$ cat src/rtl/ifc_pulse_decoder.sv
// ============================================================================
// Module   : ifc_pulse_decoder
// Brief    : IFC link pulse-width decoder; classifies high pulses (sync/0/1)
//            and assembles MSB-first frames from edge-detector strobes.
// Revision : 1.0  initial release
// ============================================================================
`default_nettype none

module ifc_pulse_decoder #(
  parameter int FRAME_BITS = 16,
  parameter int CNT_W      = 8,
  parameter int BIT0_MIN   = 4,
  parameter int BIT1_MIN   = 12,
  parameter int SYNC_MIN   = 24,
  parameter int TIMEOUT    = 64
) (
  input  logic                  clk,
  input  logic                  rst_n,
  input  logic                  pos_edge,
  input  logic                  neg_edge,
  output logic                  frame_valid,
  output logic [FRAME_BITS-1:0] frame_data,
  output logic                  frame_err,
  output logic                  busy
);

  localparam int BC_W = $clog2(FRAME_BITS + 1);

  localparam logic [1:0] c_IDLE    = 2'd0;
  localparam logic [1:0] c_SYNC_HI = 2'd1;
  localparam logic [1:0] c_DATA_LO = 2'd2;
  localparam logic [1:0] c_DATA_HI = 2'd3;

  localparam logic [CNT_W-1:0] c_CNT_ZERO = '0;
  localparam logic [CNT_W-1:0] c_CNT_ONE  = CNT_W'(1);
  localparam logic [CNT_W-1:0] c_CNT_MAX  = '1;
  localparam logic [CNT_W-1:0] c_BIT0     = CNT_W'(BIT0_MIN);
  localparam logic [CNT_W-1:0] c_BIT1     = CNT_W'(BIT1_MIN);
  localparam logic [CNT_W-1:0] c_SYNC     = CNT_W'(SYNC_MIN);
  localparam logic [CNT_W-1:0] c_TIMEOUT  = CNT_W'(TIMEOUT);
  localparam logic [BC_W-1:0]  c_FRAME    = BC_W'(FRAME_BITS);
  localparam logic [BC_W-1:0]  c_BC_ONE   = BC_W'(1);

  logic [1:0]            state_q,  state_d;
  logic [CNT_W-1:0]      cnt_q,    cnt_d;
  logic [FRAME_BITS-1:0] shift_q,  shift_d;
  logic [BC_W-1:0]       bitcnt_q, bitcnt_d;
  logic [FRAME_BITS-1:0] data_q,   data_d;
  logic                  valid_q,  valid_d;
  logic                  err_q,    err_d;

  // Coincident strobes cancel each other out.
  logic                  w_pe, w_ne;
  logic [CNT_W-1:0]      w_cnt_inc;
  logic                  w_timeout;
  logic                  w_is_glitch, w_is_sync, w_bit;
  logic [FRAME_BITS-1:0] w_shift_nxt;
  logic [BC_W-1:0]       w_bitcnt_inc;

  assign w_pe         = pos_edge & ~neg_edge;
  assign w_ne         = neg_edge & ~pos_edge;
  assign w_cnt_inc    = (cnt_q == c_CNT_MAX) ? cnt_q : cnt_q + c_CNT_ONE;
  assign w_timeout    = (cnt_q == c_TIMEOUT);
  assign w_is_glitch  = (cnt_q < c_BIT0);
  assign w_is_sync    = (cnt_q >= c_SYNC);
  assign w_bit        = (cnt_q >= c_BIT1);
  assign w_shift_nxt  = {shift_q[FRAME_BITS-2:0], w_bit};
  assign w_bitcnt_inc = bitcnt_q + c_BC_ONE;

  always_comb begin
    state_d  = state_q;
    cnt_d    = cnt_q;
    shift_d  = shift_q;
    bitcnt_d = bitcnt_q;
    data_d   = data_q;
    valid_d  = 1'b0;
    err_d    = 1'b0;
    case (state_q)
      c_IDLE: begin
        if (w_pe) begin
          state_d = c_SYNC_HI;
          cnt_d   = c_CNT_ONE;
        end
      end
      c_SYNC_HI: begin
        cnt_d = w_cnt_inc;
        if (w_ne) begin
          if (w_is_sync) begin
            state_d  = c_DATA_LO;
            shift_d  = '0;
            bitcnt_d = '0;
            cnt_d    = c_CNT_ZERO;
          end else begin
            state_d = c_IDLE;
          end
        end else if (w_timeout) begin
          state_d = c_IDLE;
        end
      end
      c_DATA_LO: begin
        cnt_d = w_cnt_inc;
        if (w_pe) begin
          state_d = c_DATA_HI;
          cnt_d   = c_CNT_ONE;
        end else if (w_timeout) begin
          state_d = c_IDLE;
          err_d   = 1'b1;
        end
      end
      c_DATA_HI: begin
        cnt_d = w_cnt_inc;
        if (w_ne) begin
          if (w_is_glitch) begin
            state_d = c_IDLE;
            err_d   = 1'b1;
          end else if (w_is_sync) begin
            state_d  = c_DATA_LO;
            err_d    = 1'b1;
            shift_d  = '0;
            bitcnt_d = '0;
            cnt_d    = c_CNT_ZERO;
          end else begin
            shift_d  = w_shift_nxt;
            bitcnt_d = w_bitcnt_inc;
            cnt_d    = c_CNT_ZERO;
            if (w_bitcnt_inc == c_FRAME) begin
              state_d = c_IDLE;
              data_d  = w_shift_nxt;
              valid_d = 1'b1;
            end else begin
              state_d = c_DATA_LO;
            end
          end
        end else if (w_timeout) begin
          state_d = c_IDLE;
          err_d   = 1'b1;
        end
      end
      default: state_d = c_IDLE;
    endcase
  end

  always_ff @(posedge clk or negedge rst_n) begin
    if (!rst_n) begin
      state_q  <= c_IDLE;
      cnt_q    <= '0;
      shift_q  <= '0;
      bitcnt_q <= '0;
      data_q   <= '0;
      valid_q  <= 1'b0;
      err_q    <= 1'b0;
    end else begin
      state_q  <= state_d;
      cnt_q    <= cnt_d;
      shift_q  <= shift_d;
      bitcnt_q <= bitcnt_d;
      data_q   <= data_d;
      valid_q  <= valid_d;
      err_q    <= err_d;
    end
  end

  assign frame_valid = valid_q;
  assign frame_data  = data_q;
  assign frame_err   = err_q;
  assign busy        = (state_q != c_IDLE);

endmodule

`default_nettype wire

$ cat config.mk
export PLATFORM = sky130hd
export DESIGN_NAME = ifc_pulse_decoder
export DESIGN_NICKNAME = d
export VERILOG_FILES = /design/src/rtl/ifc_pulse_decoder.sv
export SDC_FILE = /design/constraint.sdc
export NUM_CORES = 1
export LEC_CHECK = 0
export CAP_MARGIN = 20
export CORE_AREA = 3 3 92 94
export CTS_BUF_LIST = sky130_fd_sc_hd__clkbuf_8
export DETAILED_ROUTE_END_ITERATION = 8
export DIE_AREA = 0 0 95 97
export GPL_TIMING_DRIVEN = 0
export HOLD_SLACK_MARGIN = 0.15
export SLEW_MARGIN = 20
export SYNTH_ARGS = -nofsm -noshare
export SYNTH_HDL_FRONTEND = slang
export SYNTH_SLANG_ARGS = --single-unit
$ cat constraint.sdc
create_clock -name clk -period 3.3 [get_ports clk]
set_clock_uncertainty 0.15 [all_clocks]
set_input_delay 0.495 -clock clk [delete_from_list [all_inputs] [get_ports clk]]
set_output_delay 0.495 -clock clk [all_outputs]
set_load 0.01 [all_outputs]
==> results.json <==
{
  "clk_pin_slew_ns": 0.09,
  "setup_violations": 0,
  "critPathMaxFanout": 10,
  "drive_gt1_share_pct": 15.3,
  "syn_inst": 205,
  "htreeDepth": 2,
  "vias": 1649,
  "cts_buffer_depth": 2,
  "avgSynthCellArea_um2": 11.2,
  "fin_crit_ns": 2.52,
  "start_util_pct": 29.6,
  "synth_seq_area_share_pct": 52.5,
  "ys_warn_count": 0,
  "end_kind": "register",
  "required_ns": 3.33,
  "drv_cap": 0,
  "hold-worst-slack_ns": 0.339,
  "nets": 244,
  "fin_tns_setup_ns": 0,
  "core_um2": 7730,
  "cts_made_buffers": 5,
  "cts_sinks": 48,
  "fill_cells": 767,
  "n_antenna_cell": 0,
  "floorplan.die.height_um": 97,
  "cp_num_buf_inv": 2,
  "syn_nets": 213,
  "clk_latency_ns": 0.30,
  "avgRoutedWirePerCell_um": 12.6,
  "drt_iter0_markers": 41,
  "cp_slowest_cell": "nor4_4",
  "crit_chain": "clkbuf_1 > a2111o_1 > nor4_4 > nand2_4 > buf_6 > mux2_4",
  "cts_resized": 0,
  "holdPathStages": 2,
  "ant_nets": 0,
  "grt_max_degree": 32,
  "seq_area_um2": 1200,
  "crit_cells": 6,
  "dp_hpwl_mm": 3.05,
  "worst_pin_slew_ns": 0.587,
  "gp_congestion": 0.831,
  "grt_pass1_wl_mm": 7.11,
  "rows": 32,
  "reg2reg_depth": 6,
  "critPathKind": "register to register",
  "hold_class": "register to register",
  "cts_tree": "built",
  "leakagePower_nw": 1.26,
  "via_per_inst": 4.88,
  "synth_area_um2": 2290,
  "drv_slew": 0,
  "gr-usage-all-layers_pct": 9.56,
  "syn2layout_area_growth_pct": 20.3,
  "firstDrtPassIters": 4,
  "ys_ff_latch": 48,
  "cp.arrival_ns": 2.56,
  "wl_mm": 4.25,
  "status": "finished clean",
  "place_inst": 330,
  "period_share_pct": 76.5,
  "io_pins": 23,
  "overflow": 0,
  "finalNonFillerCells": 338,
  "max_stage_delay_ns": 0.55,
  "portBuffers": 22,
  "rsz0062_at_grt": "false",
  "multiInputGateArea_um2": 1000,
  "mostFrequentLayoutCell": "dfrtp_1",
  "maxSlewHeadroom_pct": 60.5,
  "ir_drop_uv": 292,
  "post-route-drc-count": 0,
  "ys_types": 40,
  "cts_root_buffer": "clkbuf_8",
  "pwr_density_cell_nw_per_um2": 481,
  "cp-start-kind": "register",
  "final_cell_mix": "dfrtp_1, nand2_1, clkdlybuf4s50_1, a22o_1, o21ai_0",
  "path_delay_family": "simple AND/OR/NAND/NOR gates",
  "hold_viol_final": 0,
  "fp.dieArea_um2": 9220,
  "grt_pass1_vias": 1524,
  "fmax_mhz": 396,
  "antenna_found_initial": 0,
  "die_w_um": 95
}
==> stage by stage <==
step / utilization (%) / area [um^2] / setup slack [ns] / power, mW
after global routing: 35.6 / 2750 / 0.631 / 1.41
after global placement: 34.1 / 2630 / 0.195 / 0.965
final: 35.6 / 2750 / 0.775 / 1.32
after floorplan: - / 2290 / 1.07 / 0.885
after CTS: 35.6 / 2750 / 0.751 / 1.34
after detailed placement: 34.3 / 2650 / 0.483 / 0.972
==> flip-flops by register name (all words and copies together), names as in the netlist <==
register,cells
frame_err,1
bitcnt_q,5
frame_data,16
state_q,2
cnt_q,8
frame_valid,1
shift_q,15
==> worst reg2reg max path, delay by kind of cell, from the launching register on <==
family | cells | cell delay, ns
multiplexers | 1 | 0.30
flip-flops | 1 | 0.37
AO/OA/AOI/OAI | 1 | 0.44
AND/OR/NAND/NOR | 2 | 0.75
buffers and inverters | 2 | 0.40
==> kinds of logic (layout without fill, tap and decap cells) <==
group	count (synthesis)	after routing	share of synthesized area [%]
simple gates	65	65	15.3
xor+xnor	1	1	0.383
buf+inv	16	47	3.50
compound gates	55	55	16.7
flops	48	48	52.5
fa+ha+maj	4	4	2.19
mux	16	16	9.36
==> path summary, 6_finish.rpt <==
kind / slack (ns) / end / start
worst max-delay path: 0.78 / frame_data[14] / cnt_q[7]
worst min-delay path: 0.34 / shift_q[14] / shift_q[14]
worst max register to register: 0.78 / frame_data[14] / cnt_q[7]
worst min register to register: 0.34 / shift_q[14] / shift_q[14]
max in group asynchronous: 1.97 / cnt_q[3] / rst_n
min in group asynchronous: 0.52 / frame_data[14] / rst_n
==> cell type report <==
class	instances	share of cell area [%]
clock inverters	1	0.318
multi-input cells	141	36.5
well taps	102	4.64
clock buffers	6	3.00
plain buffers	11	2.23
inverters	5	0.682
repair buffers	24	8.92
flip-flops and latches	48	43.7
==> routing by layer <==
layer	vias to the layer above	part of all wire, %	track usage, %
met4	0	1.2	3.11
met3	7	4.0	2.64
met1	801	51	13.7
met2	28	44	13.8
li1	813	-	-
met5	-	0	0
==> Yosys cell counts <==
library cell	count	area, um^2
mux2_2	7	78.8
nand2_4	1	11.3
nand2b_1	3	18.8
o21ai_0	14	70.1
nand3b_1	1	7.51
a2111oi_2	1	15.0
a22o_1	15	131
and4b_1	1	10.0
nand2_1	22	82.6
dfrtp_1	48	1200
mux2_4	9	135
nor4_4	1	21.3
o21bai_1	1	7.51
nor3_2	1	10.0
a31oi_1	6	37.5
nor2b_1	4	25.0
ha_1	4	50.1
a21oi_1	10	50.1
o31ai_1	1	7.51
a221o_1	1	10.0
a2111o_1	1	11.3
a211oi_1	1	7.51
nor4b_1	2	17.5
and4_1	1	8.76
a21boi_0	1	7.51
clkbuf_1	5	18.8
a31o_2	1	8.76
nor4_1	1	6.26
nand4_1	3	18.8
buf_6	2	22.5
or3_1	2	12.5
inv_1	5	18.8
nor2_1	9	33.8
buf_2	4	20.0
o2111ai_1	1	8.76
a41oi_1	1	8.76
xnor2_1	1	8.76
and2_1	1	6.26
nand3_1	9	45.0
nor3_1	3	15.0
==> repair_timing <==
action,in CTS,in global routing
buffers inserted,0,0
hold buffers,1,0
endpoints found under the hold margin,17,0
==> power by group <==
group	internal (mW)	leakage (nW)	total, mW	switching (mW)
clock	0.167	0.0473	0.360	0.193
combinational	0.103	0.554	0.286	0.182
sequential	0.630	0.662	0.678	0.0483
total	0.900	1.26	1.32	0.424
Power figures use the tool's default switching activity.
